### src/rtl/bram_fifo_pkg.sv
// Shared constants and types for the block-RAM FIFO controller (2048x8 RAM macro).
package bram_fifo_pkg;

    localparam int ADDR_W = 11;
    localparam int DATA_W = 8;
    localparam int DEPTH  = 2 ** ADDR_W;

    // Pointers carry one extra wrap bit so full and empty are distinguishable.
    typedef logic [ADDR_W:0] ptr_t;
    typedef logic [ADDR_W:0] level_t;

endpackage

### src/rtl/fifo_skid_buf.sv
// Two-entry in-order output buffer that absorbs RAM read data and presents it
// on a valid/ready interface; the head entry is always driven on data.
module fifo_skid_buf
    import bram_fifo_pkg::*;
#(
    parameter int WIDTH = DATA_W
) (
    input  logic             clk,
    input  logic             rst_n,
    input  logic             push,
    input  logic [WIDTH-1:0] push_data,
    output logic             valid,
    input  logic             ready,
    output logic [WIDTH-1:0] data,
    output logic [1:0]       count
);

    logic [WIDTH-1:0] head_p2;
    logic [WIDTH-1:0] tail_p2;
    logic [1:0]       cnt_p2;
    logic             pop;

    assign valid = (cnt_p2 != 2'd0);
    assign pop   = valid & ready;
    assign data  = head_p2;
    assign count = cnt_p2;

    // Capture stage: RAM data lands here one cycle after the read issue.
    always_ff @(posedge clk or negedge rst_n) begin
        if (!rst_n) begin
            cnt_p2  <= 2'd0;
            head_p2 <= '0;
            tail_p2 <= '0;
        end else begin
            case (cnt_p2)
                2'd0: begin
                    if (push) begin
                        head_p2 <= push_data;
                        cnt_p2  <= 2'd1;
                    end
                end
                2'd1: begin
                    if (push && pop) begin
                        head_p2 <= push_data;
                    end else if (push) begin
                        tail_p2 <= push_data;
                        cnt_p2  <= 2'd2;
                    end else if (pop) begin
                        cnt_p2  <= 2'd0;
                    end
                end
                default: begin
                    // The issue logic never lets a capture arrive at a full buffer
                    // unless the head leaves on the same edge.
                    if (pop) begin
                        head_p2 <= tail_p2;
                        if (push) begin
                            tail_p2 <= push_data;
                        end else begin
                            cnt_p2 <= 2'd1;
                        end
                    end
                end
            endcase
        end
    end

endmodule

### src/rtl/bram_fifo_ctrl.sv
// Streaming FIFO controller driving both ports of the 2048x8 dual-port RAM.
// Define FIFO_LEVEL_FLAGS_EN to add registered ALMOST_FULL / ALMOST_EMPTY outputs.
module bram_fifo_ctrl
    import bram_fifo_pkg::*;
#(
    parameter int ADDR_W = bram_fifo_pkg::ADDR_W,
    parameter int DATA_W = bram_fifo_pkg::DATA_W
`ifdef FIFO_LEVEL_FLAGS_EN
    ,
    parameter int ALMOST_FULL_TH  = 2040,
    parameter int ALMOST_EMPTY_TH = 4
`endif
) (
    input  logic              CLK,
    input  logic              RST_N,
    input  logic [DATA_W-1:0] IN_DATA,
    input  logic              IN_VALID,
    output logic              IN_READY,
    output logic [DATA_W-1:0] OUT_DATA,
    output logic              OUT_VALID,
    input  logic              OUT_READY,
    output logic [ADDR_W:0]   LEVEL,
    output logic [ADDR_W-1:0] BRAM_A0,
    output logic [DATA_W-1:0] BRAM_D0,
    output logic              BRAM_WE0,
    output logic              BRAM_CE0,
    output logic [DATA_W-1:0] BRAM_WEM0,
    output logic [ADDR_W-1:0] BRAM_A1,
    output logic              BRAM_CE1,
    output logic              BRAM_WE1,
    output logic [DATA_W-1:0] BRAM_D1,
    output logic [DATA_W-1:0] BRAM_WEM1,
    input  logic [DATA_W-1:0] BRAM_Q1
`ifdef FIFO_LEVEL_FLAGS_EN
    ,
    output logic              ALMOST_FULL,
    output logic              ALMOST_EMPTY
`endif
);

    ptr_t       wptr;
    ptr_t       rptr;
    ptr_t       ram_cnt;
    logic       inflight_p1;
    logic [1:0] skid_cnt;
    logic       push;
    logic       pop;
    logic       issue;
    logic [2:0] out_load;
    level_t     level_q;
    level_t     level_nxt;

    assign ram_cnt  = wptr - rptr;
    assign IN_READY = (ram_cnt != ptr_t'(DEPTH));
    assign push     = IN_VALID & IN_READY;
    assign pop      = OUT_VALID & OUT_READY;

    // Words already committed to the output side after this edge; keep it below
    // two so a capture never overruns the skid buffer.
    assign out_load = {1'b0, skid_cnt} + {2'b00, inflight_p1} - {2'b00, pop};
    assign issue    = (ram_cnt != '0) && (out_load < 3'd2);

    // Every word is counted once from acceptance to departure, wherever it sits.
    assign level_nxt = level_q + level_t'(push) - level_t'(pop);

    assign BRAM_A0   = wptr[ADDR_W-1:0];
    assign BRAM_D0   = IN_DATA;
    assign BRAM_WE0  = push;
    assign BRAM_CE0  = push;
    assign BRAM_WEM0 = '1;
    assign BRAM_A1   = rptr[ADDR_W-1:0];
    assign BRAM_CE1  = issue;
    assign BRAM_WE1  = 1'b0;
    assign BRAM_D1   = '0;
    assign BRAM_WEM1 = '0;
    assign LEVEL     = level_q;

    // Issue stage: pointers advance on the write and read-issue edges.
    always_ff @(posedge CLK or negedge RST_N) begin
        if (!RST_N) begin
            wptr        <= '0;
            rptr        <= '0;
            inflight_p1 <= 1'b0;
            level_q     <= '0;
        end else begin
            wptr        <= wptr + ptr_t'(push);
            rptr        <= rptr + ptr_t'(issue);
            inflight_p1 <= issue;
            level_q     <= level_nxt;
        end
    end

`ifdef FIFO_LEVEL_FLAGS_EN
    always_ff @(posedge CLK or negedge RST_N) begin
        if (!RST_N) begin
            ALMOST_FULL  <= 1'b0;
            ALMOST_EMPTY <= 1'b1;
        end else begin
            ALMOST_FULL  <= (level_nxt >= level_t'(ALMOST_FULL_TH));
            ALMOST_EMPTY <= (level_nxt <= level_t'(ALMOST_EMPTY_TH));
        end
    end
`endif

    fifo_skid_buf #(
        .WIDTH (DATA_W)
    ) u_skid (
        .clk       (CLK),
        .rst_n     (RST_N),
        .push      (inflight_p1),
        .push_data (BRAM_Q1),
        .valid     (OUT_VALID),
        .ready     (OUT_READY),
        .data      (OUT_DATA),
        .count     (skid_cnt)
    );

endmodule
### config.mk
export PLATFORM = sky130hd
export DESIGN_NAME = bram_fifo_ctrl
export DESIGN_NICKNAME = d
export VERILOG_FILES = /design/src/rtl/bram_fifo_pkg.sv /design/src/rtl/fifo_skid_buf.sv /design/src/rtl/bram_fifo_ctrl.sv
export SDC_FILE = /design/constraint.sdc
export NUM_CORES = 1
export LEC_CHECK = 0
export CAP_MARGIN = 30
export CORE_UTILIZATION = 30
export DETAILED_ROUTE_END_ITERATION = 7
export PLACE_DENSITY = 0.5
export SYNTH_ARGS = -nofsm -noshare
export SYNTH_HDL_FRONTEND = slang
export SYNTH_HIERARCHICAL = 1
export SYNTH_SLANG_ARGS = --single-unit
### constraint.sdc
create_clock -name CLK -period 11.5 [get_ports CLK]
set_input_delay 1.15 -clock CLK [delete_from_list [all_inputs] [get_ports CLK]]
set_output_delay 1.15 -clock CLK [all_outputs]
set_load 0.02 [all_outputs]
# Yosys cells after proc, flatten, opt, wreduce, memory -nomap -nowiden
# Index checks and enable logic that the tools add are counted.
[word_totals]
out_inout_bits = 80
inputBits = 20
reg_bits = 55
elab_cells = 50
[classes]
mux = 15
add_sub_neg = 7
n_lt_le_gt_ge = 1
n_bitwise = 3
n_eq_ne = 7
reduce_logical = 10
[op_table]
columns = ["cell", "count"]
rows = [
  ["8-bit two-way mux", 6],
  ["12-bit by 1-bit adder with 12-bit output", 3],
  ["8-bit case mux with 2 select lines", 2],
  ["2-bit two-way mux", 6],
  ["12-bit != test (second input constant)", 1],
  ["12-bit nonzero test", 1],
  ["12-bit by 1-bit subtractor with 12-bit output", 1],
  ["12-bit subtractor", 1],
  ["3-bit AND reduction", 2],
  ["5-bit AND reduction", 1],
  ["2-bit != test (second input constant)", 2],
  ["2-bit case mux with 2 select lines", 1],
  ["2-bit nonzero test", 2],
  ["2-bit by 1-bit adder with 3-bit output", 1],
  ["3-bit by 2-bit < comparator with 1-bit output (second input constant)", 1],
  ["3-bit by 1-bit != test with 1-bit output (second input constant)", 1],
  ["3-bit != test (second input constant)", 1],
  ["3-bit nonzero test", 1],
  ["3-bit by 1-bit subtractor with 3-bit output", 1],
  ["1-bit bitwise AND", 2],
  ["2-bit by 1-bit == test with 1-bit output (second input constant)", 1],
  ["1-bit logical AND", 2],
  ["2-bit zero test", 1],
  ["2-bit by 1-bit != test with 1-bit output (second input constant)", 1],
  ["1-bit inverter", 1],
]

# Depth between registers and ports, before layout
# Gate-level depths: netlist (run 1).
[depth]
depth_word = 6
depth_mapped = 19
mapped_depth_nobuf = 18

# Hierarchy
# The synthesis (run 1) kept the hierarchy.
[by_module_without_submodules]
columns = ["module", "n_inst", "area_per_inst_um2", "seq_area_each_um2", "cells_per_inst"]
rows = [
  ["bram_fifo_ctrl", 1, 2962.8, 925.9, 320],
  ["fifo_skid_buf", 1, 1014.7, 450.4, 90],
]

# Worst setup path before layout (run 1)
# No wires, ideal clock.
[synth_path]
kind = "reg2reg"
startpoint = "reg rptr[6]"
endpoint = "reg level_q[10], in the netlist LEVEL[10]"
synth_period_minus_slack_ps = 4062
n_path_buf = 1
setup_time_ps = 87
path_stages_with_launch = 19
required_ps = 11413
slack_ps = 7438
t_arrival_ps = 3976
cell_sequence = "dfrtp_1 -> inv_1 -> ha_1 -> buf_2 -> a21o_1 -> o41ai_2 -> nor3_1 -> nor3_1 -> o21ai_1 -> ha_1 -> inv_1 -> ha_1 -> fa_1 -> a21o_1 -> a21oi_1 -> o21ai_1 -> or4_1 -> a211o_1 -> o211ai_1"
[synth_via]
elab_chain_len = 5
[synth_lines]
columns = ["item", "line_no", "rtl"]
rows = [
  ["start: declaration", "bram_fifo_ctrl.sv:42", "ptr_t rptr;"],
  ["start signal: assignment", "bram_fifo_ctrl.sv:87", "rptr <= rptr + ptr_t'(issue);"],
  ["12-bit subtractor", "bram_fifo_ctrl.sv:53", "assign ram_cnt = wptr - rptr;"],
  ["12-bit != test", "bram_fifo_ctrl.sv:54", "assign IN_READY = (ram_cnt != ptr_t'(DEPTH));"],
  ["1-bit bitwise AND", "bram_fifo_ctrl.sv:55", "assign push = IN_VALID & IN_READY;"],
  ["12-bit by 1-bit adder with 12-bit output", "bram_fifo_ctrl.sv:64", "assign level_nxt = level_q + level_t'(push) - level_t'(pop);"],
  ["12-bit by 1-bit subtractor with 12-bit output", "bram_fifo_ctrl.sv:64", ""],
  ["named net level_nxt[10]", "bram_fifo_ctrl.sv:51", "level_t level_nxt;"],
  ["end signal: assignment", "bram_fifo_ctrl.sv:89", "level_q <= level_nxt;"],
  ["end: declaration", "bram_fifo_ctrl.sv:50", "level_t level_q;"],
]
# The timed path passes the listed nets, and every way through them passes these cells.
# A chain may end at the register's enable or synchronous reset.

# Worst setup path after layout (run 1)
[layout_path]
startpoint = "in OUT_READY"
endpoint = "out BRAM_CE1"
[layout_via]
elab_chain_len = 4
[layout_lines]
columns = ["item", "line_no", "rtl"]
rows = [
  ["start: declaration", "bram_fifo_ctrl.sv:21", "input logic OUT_READY,"],
  ["1-bit bitwise AND", "bram_fifo_ctrl.sv:56", "assign pop = OUT_VALID & OUT_READY;"],
  ["3-bit by 1-bit subtractor with 3-bit output", "bram_fifo_ctrl.sv:60", "assign out_load = {1'b0, skid_cnt} + {2'b00, inflight_p1} - {2'b00, pop};"],
  ["3-bit by 2-bit < comparator with 1-bit output", "bram_fifo_ctrl.sv:61", "assign issue = (ram_cnt != '0) && (out_load < 3'd2);"],
  ["1-bit logical AND", "bram_fifo_ctrl.sv:61", ""],
  ["end: declaration", "bram_fifo_ctrl.sv:29", "output logic BRAM_CE1,"],
]
# Every way passes these cells.

==> results.md, run 1 <==
- Tcrit/Tclk final: between 40% and 50%
- Drt wl/cell: 13.9 um
- DR DRC count: 0
- Ys async rst share: between 90% and 100%
- Largest stage delay on the critical path: 0.66 ns
- Total GRT Usage: between 10% and 20%
- CTS Buf Count: 5
- Post-CTS Setup Inserts: 0
- Crit path kind: in -> out
- Root Buffer Master: clkbuf_16
- Hold path depth: 1
- Crit. End Element: output pin
- RSZ-0062 raised after global routing: false
- Crit path max fanout: 9
- Combinational power share: 62.7%
- Cells after DPL: 600
- Die ar.: 13700 sq um
- Layout Skew: 0.00528 ns
- Nets: 485
- Hold WC Path Type: reg -> reg
- Fin cells: 608
- Seq pwr share: 25.8%
- CP startpoint: OUT_READY
- Vias in the first global route: roughly 2800
- Dpl ws: between 6 and 7 ns
- CP Data Required Time: 10.35 ns
- Die W: roughly 120 um
- Area grow syn2layout: 14.2%
- Placed Instance Area: about 4400 sq um
- # fillers: 1296
- Ys Warns: 6
- Most frequent CP cell: clkdlybuf4s50_1
- Antenna violations before repair: 0
- Post-synthesis sequential area ratio: 34.6%
- Clock latency on the worst-skew pair: 0.30 ns
- Vert. Die Dim: roughly 120 um
- Clock Power Share: between 10 and 15%
- Placer Congestion: a little over 0.8
- Post-synth EDFFs: 0
- Pwr Density: 318 nW/um^2
- MaxCap Viol Count: 0
- Worst hold path startpoint: rptr[11]
- Initial cell density of the core: 31.1%
- Mapped cell area: 3980 sq um
- Final worst slack: 6.41 ns
- Num Clock Sinks: 55
- Grt total ovfl: 0
- Port Buffers: 58
- TritonRoute pass-1 iters: 4
- Crit path DAT: 3.95 ns
- Crit-path slowest cell: clkdlybuf4s50_1
- Minimum clock period: 5.10 ns
- Worst R2R Path Depth: 17
- Core Util, Final: 35.6%
- Antenna diodes: 0
- Via density: 4.70
- # resized after CTS: 0
- Fraction of layout cells with a size suffix above 1: 8.94%
- Total Routed Length: 8440 um
- Avg Synthesized Cell Area: ~9.7 sq um
- IO Pins: 100
- Relative slew slack: 49.7%
- Internal cell power: between 0.0008 and 0.0009 W
- Final hold vios: 0
- Seq cells post-synth: 55
- Post-synth top flop: dfrtp_1
- First-pass GRT wire length: 13800 um
- Hold EP: rptr[11]
- Clk pin slew, worst setup/hold paths: 0.07 ns
- CTS Hold Bufs: 0
- Initial DRC count: between 70 and 80
- DR vias: 2858
- Synthesized instance count: 410
- Fmax: 196 MHz
- Final setup vio count: 0
- Worst r2r src: rptr[6]
- Worst slew pin tran: ~0.76 ns
- Antenna-violating nets left: 0
- NetSw: 0.000643 W
- CTS tree: done
- Design Area, Final: 4540 sq um
- Leakage power: roughly 2.0 nW
- Cell row count: 41
- Htree depth: 2
- CTS max path bufs: 2
- R2R Path End: LEVEL[10]
- Worst vdd ir: 0.147 mV
- Outcome: complete, no violations
- Synth cell types: 60
- Critical path, cell by cell: clkdlybuf4s50_1, and2_1, ha_1, nand2b_1, fa_1, xnor2_1, nand2_1, a21oi_1, clkdlybuf4s50_1
- R2R setup slack: around 7 ns
- Slew Limit Fails: 0
- Pin count of the biggest net entering global routing: 56
- Critical path launch point type: input pin
- Setup tns final: 0 ns
- Post-DP HPWL: 6180 um
- Core area: between 10000 and 15000 sq um
- Sw Share: 44.5%
[stage by stage]
stage          hold WS [ns]  power (W)
3_5_place_dp          0.482    0.00128
3_3_place_gp          0.482    0.00127
2_1_floorplan         0.464    0.00107
4_1_cts               0.495    0.00146
5_1_grt               0.521    0.00156
6_report              0.491    0.00144
[worst max path at each step]
| stage | to | slack, ns |
|---|---|---|
| 2_1_floorplan | LEVEL[10] | 7.44 |
| 3_3_place_gp | BRAM_CE1 | 6.49 |
| 3_5_place_dp | BRAM_CE1 | 6.40 |
| 4_1_cts | BRAM_CE1 | 6.37 |
| 5_1_grt | BRAM_CE1 | 6.25 |
| 6_report | BRAM_CE1 | 6.41 |
[registers in the layout, summed over array words and instances (netlist names)]
register        flops
rptr               12
u_skid/data         8
u_skid/tail_p2      8
LEVEL              12
wptr               12
u_skid/count        2
inflight_p1         1
[cell usage after synthesis, drive strengths merged (2+ instances only)]
library cell  count  area share, %
o211ai            2           0.38
mux2             16            5.3
inv              32            3.0
nand3            15            1.9
fa                2            1.0
xor2             10            2.2
and4              3           0.69
nand2            20            1.9
a21o              6            1.1
o31ai             2           0.38
nand2b            8            1.3
a211o             2           0.44
buf              63             12
nor3             17            2.3
o21a              4           0.75
o21bai            2           0.38
nand4             5           0.79
nor2             15            1.5
a31oi             2           0.31
ha               28            8.8
dfrtp            55             35
conb              2           0.19
nor2b             2           0.38
and3              3           0.47
a2111oi           2           0.91
a21oi            22            2.9
o21ai             7           0.88
xnor2            27            5.9
o31a              2           0.44
nor4              2           0.31
o41ai             2           0.63
a211oi            8            1.6
or3               2           0.44
o22ai             8            1.3
[worst max-delay path: cells and delay by family]
kind,cells,cell delay (ns)
adder cells (fa/ha/maj),2,0.62
buffers and inverters,2,1.31
AO/OA/AOI/OAI,1,0.25
XOR/XNOR,1,0.16
AND/OR/NAND/NOR,3,0.45
[logic make-up (layout without fill, tap and decap cells)]
kind of cell | after synthesis | in the layout | synth area share, %
compound gates | 78 | 78 | 14.2
flops | 55 | 55 | 34.6
fa+ha+maj | 30 | 30 | 9.81
simple gates | 95 | 95 | 12.6
mux | 17 | 17 | 5.54
xor+xnor | 37 | 37 | 8.15
other cells | 2 | 25 | 0.189
buf+inv | 96 | 99 | 14.9
[power by group through the flow]
stage | sequential, W | combinational, W | clock, W
2_1_floorplan | 0.000391 | 0.000676 | 0
5_1_grt | 0.000386 | 0.000999 | 0.000178
3_5_place_dp | 0.000376 | 0.000908 | 0
6_report | 0.000372 | 0.000906 | 0.000167
3_3_place_gp | 0.000374 | 0.000899 | 0
4_1_cts | 0.000373 | 0.000915 | 0.000175
[layout make-up]
class | count | area, sq um | area share (%)
well taps | 172 | 215 | 4.74
multi-input cells | 282 | 2090 | 46.1
repair buffers | 59 | 583 | 12.8
inverters | 32 | 120 | 2.64
flip-flops and latches | 55 | 1380 | 30.3
clock buffers | 8 | 156 | 3.44
[layer usage]
metal  routed length (um)  global-route usage (%)  up-vias  share of wire [%]
li1                     -                       -     1407                  -
met1                 3970                    16.9     1370                 47
met2                 3970                    21.3       71                 47
met3                  352                    2.57       10                4.2
met4                  158                    5.32        0                1.9
met5                    0                       0        -                  0
[cells in the final DEF, fill, tap and decap left out, types with 2 or more instances in the layout]
master / Yosys / layout
clkdlybuf4s50_1: 0 / 57
dfrtp_1: 55 / 55
inv_1: 32 / 32
ha_1: 28 / 28
xnor2_1: 27 / 27
conb_1: 2 / 25
a21oi_1: 21 / 21
nand2_1: 20 / 20
nor3_1: 16 / 16
nand3_1: 15 / 15
nor2_1: 13 / 13
xor2_1: 10 / 10
o22ai_1: 8 / 8
mux2_2: 8 / 8
mux2_4: 8 / 8
nand2b_1: 7 / 7
a211oi_1: 7 / 7
a21o_1: 6 / 6
o21ai_1: 5 / 5
nand4_1: 5 / 5
clkbuf_16: 0 / 5
o21a_1: 4 / 4
and3_1: 3 / 3
nor2_2: 2 / 2
a211o_1: 2 / 2
o211ai_1: 2 / 2
o21ai_0: 2 / 2
o31a_1: 2 / 2
o31ai_1: 2 / 2
nor4_1: 2 / 2
and4_1: 2 / 2
a31oi_1: 2 / 2
o21bai_1: 2 / 2
fa_1: 2 / 2
clkbuf_8: 0 / 2
(Power assumes the default switching activity.)
==> run 2: changes to the inputs <==
- clock period: 11.5 -> 5.2 ns (I/O delays scaled with it)
==> results.md, run 2 (synthesis results as in run 1) <==
- Outcome: complete, no violations (unchanged)
- Crit path max fanout: 6 (was 9)
- Root Buffer Master: clkbuf_16 (unchanged)
- Largest stage delay on the critical path: 0.45 ns (was 0.66 ns)
- CP Data Required Time: 5.42 ns (was 10.35 ns)
- Vert. Die Dim: 117 um (unchanged)
- Vias in the first global route: 2831 (was 2769)
- Cell row count: 41 (unchanged)
- Worst vdd ir: 0.318 mV (was 0.147 mV)
- Pin count of the biggest net entering global routing: 56 (unchanged)
- Final setup vio count: 0 (unchanged)
- Post-DP HPWL: 6260 um (was 6180 um)
- Die W: 117 um (unchanged)
- # resized after CTS: 0 (unchanged)
- CTS tree: done (unchanged)
- # fillers: 1322 (was 1296)
- Relative slew slack: 51.8% (was 49.7%)
- Fmax: 228 MHz
- Worst setup endpoint: LEVEL[10] (was BRAM_CE1)
- Final worst slack: 0.821 ns (was 6.41 ns)
- Leakage power: 2.03 nW (was 2.02 nW)
- Initial cell density of the core: 31.1% (unchanged)
- Pwr Density: 707 nW/um^2 (was 318 nW/um^2)
- CP startpoint: rptr[2] (was OUT_READY)
- Total GRT Usage: 13.0% (was 13.1%)
- Crit path DAT: 4.60 ns (was 3.95 ns)
- Antenna-violating nets left: 0 (unchanged)
- Slew Limit Fails: 0 (unchanged)
- First-pass GRT wire length: 14000 um (was 13800 um)
- Antenna violations before repair: 0 (unchanged)
- Via density: 4.66 (was 4.70)
- CTS Buf Count: 5 (unchanged)
- Clock latency on the worst-skew pair: 0.30 ns (about the same)
- Nets: 485 (unchanged)
- Commonest non-fill, non-tap cells in the layout: 57 x clkdlybuf4s50_1, 55 x dfrtp_1, 32 x inv_1 (unchanged)
- IO Pins: 100 (unchanged)
- Final hold vios: 0 (unchanged)
- Fraction of layout cells with a size suffix above 1: 9.17% (was 8.94%)
- Setup tns final: 0 ns (unchanged)
- Initial DRC count: 59 (was 71)
- Crit path kind: reg -> reg (was in -> out)
- Drt wl/cell: 13.7 um (was 13.9 um)
- Critical path, cell by cell: inv_1, ha_1, o21ai_1, a21oi_2, or3_4, a2111oi_4, o2111ai_1, o21ai_1, ha_1, inv_1, ha_1, fa_1, a21o_1, a21oi_1, o21ai_1, or4_1, a211o_1, o211ai_1 (was clkdlybuf4s50_1, and2_1, ha_1, nand2b_1, fa_1, xnor2_1, nand2_1, a21oi_1, clkdlybuf4s50_1)
- DR vias: 2832 (was 2858)
- Crit-path slowest cell: dfrtp_1 (was clkdlybuf4s50_1)
- CTS Hold Bufs: 0 (unchanged)
- Dpl ws: 0.811 ns (was 6.40 ns)
- Met1 usage: 17.7% (was 16.9%)
- MaxCap Viol Count: 0 (unchanged)
- Worst R2R Path Depth: 18 (was 17)
- R2R setup slack: 0.82 ns (was 6.89 ns)
- Htree depth: 2 (unchanged)
- Crit. End Element: register (was output pin)
- Layout Skew: 0.00763 ns (was 0.00528 ns)
- Worst r2r src: rptr[2] (was rptr[6])
- Post-CTS Setup Inserts: 0 (unchanged)
- Core Util, Final: 35.7% (was 35.6%)
- Minimum clock period: 4.38 ns
- Antenna diodes: 0 (unchanged)
- Most common cell after layout, fill and taps aside: clkdlybuf4s50_1 (unchanged)
- Core area: 12800 sq um (unchanged)
- Met2 Usage GRT: 21.4% (was 21.3%)
- Critical path launch point type: register (was input pin)
- Placer Congestion: 0.770 (was 0.822)
- TritonRoute pass-1 iters: 6 (was 4)
- Port Buffers: 58 (unchanged)
- Num Clock Sinks: 55 (unchanged)
- Gr busiest metal: met2 (unchanged)
- Area grow syn2layout: 14.7% (was 14.2%)
- DR DRC count: 0 (unchanged)
- Grt total ovfl: 0 (unchanged)
- Hold WC Path Type: in -> async (was reg -> reg)
- R2R Path End: LEVEL[10] (unchanged)
- Total Routed Length: 8320 um (was 8440 um)
- CTS max path bufs: 2 (unchanged)
- Clk pin slew, worst setup/hold paths: 0.07 ns (about the same)
- Die ar.: 13700 sq um (unchanged)
- Tcrit/Tclk final: 84.2%
- RSZ-0062 raised after global routing: false (unchanged)
- Met3 Track Usage GR: 2.47% (was 2.57%)
- Hold_ws: 0.366 ns (was 0.491 ns)
- Worst slew pin tran: 0.723 ns (was 0.755 ns)
==> run 2: cell types whose count changed in the layout (fill, tap and decap cells not counted), sizes merged <==
| cell | before | now |
|---|---|---|
| clkinv | 0 | 1 |
| bufinv | 0 | 1 |
| clkbuf | 8 | 6 |
==> run 2: stage by stage <==
stage / std cells / total power, W / instance area (sq um)
final: 608 / 0.00322 / 4560
after global routing: 608 / 0.00352 / 4560
after CTS: 608 / 0.00327 / 4560
after detailed placement: 600 / 0.00284 / 4390
after global placement: 600 / 0.00283 / 4390
after floorplan: 433 / 0.00236 / 4060
==> run 2: cell type report <==
| cell class | instances | area, sq um | area share (%) |
|---|---|---|---|
| Sequential cell | 55 | 1380 | 30.2 |
| Clock inverter | 2 | 35.0 | 0.768 |
| Inverter | 32 | 120 | 2.63 |
| Multi-Input combinational cell | 282 | 2090 | 45.9 |
| Timing Repair Buffer | 59 | 583 | 12.8 |
| Clock buffer | 6 | 139 | 3.04 |
| Tap cell | 172 | 215 | 4.72 |
==> run 2: power breakdown <==
| group | switching [W] | internal, W | leakage, nW |
|---|---|---|---|
| logic | 0.00106 | 0.000945 | 1.27 |
| registers | 0.000204 | 0.000621 | 0.676 |
| clock network | 0.000158 | 0.000240 | 0.0868 |
| total | 0.00142 | 0.00181 | 2.03 |
==> run 2: how the worst min path moves through the flow <==
| stage | slack (ns) | end |
|---|---|---|
| after detailed placement | 0.48 | rptr[11] |
| final | 0.37 | LEVEL[6] |
| after global placement | 0.48 | rptr[11] |
| after global routing | 0.43 | LEVEL[6] |
| after CTS | 0.40 | LEVEL[6] |
| after floorplan | 0.22 | LEVEL[0] |
==> run 2: worst max-delay path, delay by kind of cell, from the launching register on <==
family | cells | cell delay, ns
buffers and inverters | 2 | 0.13
DFF | 1 | 0.45
AOI/OAI and AO/OA | 10 | 1.85
and+or+nand+nor | 2 | 0.78
adders and majority gates | 4 | 1.09
==> run 2: layer usage <==
metal | wire length [um] | vias up | share of wire [%]
met5 | 0 | - | 0
met1 | 3860 | 1347 | 46
met4 | 74 | 0 | 0.89
met3 | 414 | 8 | 5.0
met2 | 3970 | 71 | 48
li1 | - | 1406 | -
==> run 3: changes to the inputs <==
- PLACE_DENSITY: 0.5 -> 0.52
- clock period: 5.2 -> 3.55 ns (I/O delays scaled with it)
==> results.md, run 3 (synthesis results as in run 1) <==
- Outcome: complete, but fails checks (was complete, no violations)
- Failing checks: setup timing
- Minimum clock period: 3.99 ns (was 4.38 ns)
- Relative slew slack: 36.1% (was 51.8%)
- Vias in the first global route: 3132 (was 2831)
- Num Clock Sinks: 55 (unchanged)
- Antenna-violating nets left: 0 (unchanged)
- Most common cell after layout, fill and taps aside: clkdlybuf4s50_1 (unchanged)
- Cells after DPL: 653 (was 600)
- CTS Buf Count: 5 (unchanged)
- Worst R2R Path Depth: 18 (unchanged)
- Initial DRC count: 113 (was 59)
- Core Util, Final: 41.4% (was 35.7%)
- Core area: 12800 sq um (unchanged)
- CTS tree: done (unchanged)
- Nets: 541 (was 485)
- Final setup vio count: 5 (was 0)
- First-pass GRT wire length: 15200 um (was 14000 um)
- Root Buffer Master: clkbuf_16 (unchanged)
- RSZ-0062 raised after global routing: true (was false)
- Pwr Density: 1090 nW/um^2 (was 707 nW/um^2)
- Cell row count: 41 (unchanged)
- Drt wl/cell: 13.9 um (was 13.7 um)
- Placed Instance Area: 4820 sq um (was 4390 sq um)
- Total GRT Usage: 14.4% (was 13.0%)
- Fin cells: 664 (was 608)
- Crit path kind: reg -> reg (unchanged)
- DR DRC count: 0 (unchanged)
- Crit path max fanout: 2 (was 6)
- Antenna violations before repair: 0 (unchanged)
- Worst slew pin tran: 0.950 ns (was 0.723 ns)
- R2R Path End: LEVEL[10] (unchanged)
- CTS max path bufs: 2 (unchanged)
- Tcrit/Tclk final: 112% (was 84.2%)
- Post-DP HPWL: 6860 um (was 6260 um)
- Grt total ovfl: 0 (unchanged)
- Total Routed Length: 9250 um (was 8320 um)
- Final hold vios: 0 (unchanged)
- Port Buffers: 58 (unchanged)
- Placer Congestion: 0.804 (was 0.770)
- CTS Hold Bufs: 0 (unchanged)
- Hold_ws: 0.128 ns (was 0.366 ns)
- Final worst slack: -0.441 ns (was 0.821 ns)
- Worst r2r src: rptr[2] (unchanged)
- Crit. End Element: register (unchanged)
- Vert. Die Dim: 117 um (unchanged)
- MaxCap Viol Count: 0 (unchanged)
- Leakage power: 2.36 nW (was 2.03 nW)
- Via density: 4.69 (was 4.66)
- Design Area, Final: 5280 sq um (was 4560 sq um)
- Clock latency on the worst-skew pair: 0.31 ns (was 0.30 ns)
- # fillers: 1267 (was 1322)
- Multi-input combinational cell area: 2370 sq um (was 2090 sq um)
- Commonest non-fill, non-tap cells in the layout: 56 x clkdlybuf4s50_1, 55 x dfrtp_1, 55 x buf_4 (was 57 x clkdlybuf4s50_1, 55 x dfrtp_1, 32 x inv_1)
- R2R setup slack: -0.44 ns (was 0.82 ns)
- Initial cell density of the core: 31.1% (unchanged)
- Area grow syn2layout: 32.8% (was 14.7%)
- Htree depth: 2 (unchanged)
- Slew Limit Fails: 0 (unchanged)
- DR vias: 3113 (was 2832)
- Worst vdd ir: 0.411 mV (was 0.318 mV)
- Crit path DAT: 4.21 ns (was 4.60 ns)
- Die ar.: 13700 sq um (unchanged)
- Critical path launch point type: register (unchanged)
- Fmax: 251 MHz (was 228 MHz)
- IO Pins: 100 (unchanged)
- Register area: 1380 sq um (unchanged)
- Fraction of layout cells with a size suffix above 1: 28.0% (was 9.17%)
- TritonRoute pass-1 iters: 4 (was 6)
- CP Data Required Time: 3.77 ns (was 5.42 ns)
- Hold WC Path Type: in -> async (unchanged)
- Clk pin slew, worst setup/hold paths: 0.08 ns (was 0.07 ns)
- Die W: 117 um (unchanged)
- Antenna diodes: 0 (unchanged)
- Layout Skew: 0.00949 ns (was 0.00763 ns)
- Pin count of the biggest net entering global routing: 33 (was 56)
-- run 3: critical path, cell delays in order, from the launching register on --
cell and delay, ns:
dfrtp_1 0.40, inv_2 0.08, ha_4 0.20, o21ai_2 0.12, a21oi_2 0.06, or3_4 0.34
a2111oi_4 0.40, o2111ai_2 0.20, o21ai_2 0.15, ha_2 0.18, inv_2 0.04, ha_4 0.15
fa_2 0.33, a21o_1 0.18, a21oi_2 0.18, o21ai_2 0.08, or4_4 0.48, a211o_1 0.26
o211ai_1 0.08
-- run 3: final cells by class --
type                       instances  share of cell area, %
multi-input combinational        282                   44.8
sequential                        55                   26.0
timing repair buffer             115                   19.1
tap                              172                   4.07
clock buffer                       5                   2.37
inverter                          32                   2.27
clock inverter                     3                   1.28
-- run 3: power by group --
group	leakage, nW	internal [W]	switching, W
registers	0.676	0.000910	0.000228
clock network	0.0900	0.000405	0.000244
logic	1.59	0.00199	0.00196
total	2.36	0.00330	0.00243
-- run 3: stage by stage --
| step | TNS [ns] | total power, W | setup WS [ns] |
|---|---|---|---|
| 3_5_place_dp | -1.15 | 0.00459 | -0.417 |
| 5_1_grt | -1.96 | 0.00620 | -0.613 |
| 3_3_place_gp | -0.996 | 0.00456 | -0.356 |
| 4_1_cts | -1.22 | 0.00569 | -0.405 |
| 6_report | -0.826 | 0.00573 | -0.441 |
| 2_1_floorplan | -0.605 | 0.00352 | -0.367 |
-- run 3: routing by layer --
layer | share of wire, % | routed length [um] | global-route usage [%] | vias to the layer above
met5 | 0 | 0 | 0 | -
met4 | 1.2 | 112 | 4.64 | 0
met3 | 5.1 | 476 | 3.24 | 14
met2 | 48 | 4400 | 23.9 | 88
met1 | 46 | 4260 | 18.4 | 1494
li1 | - | - | - | 1517
-- run 3: worst max-delay path by stage --
stage / from / endpoint / slack, ns / cells after the start
floorplan: rptr[6] / LEVEL[10] / -0.37 / 19
global placement: rptr[2] / LEVEL[10] / -0.36 / 18
detailed placement: rptr[2] / LEVEL[10] / -0.42 / 18
CTS: wptr[1] / LEVEL[10] / -0.40 / 18
global route: rptr[2] / LEVEL[10] / -0.61 / 18
finish: rptr[2] / LEVEL[10] / -0.44 / 18
-- run 3: repair_timing --
action,in CTS,in global routing
gates resized for setup,31,16
buffers inserted,8,3
pin swaps,18,16
setup endpoints to repair,7,9
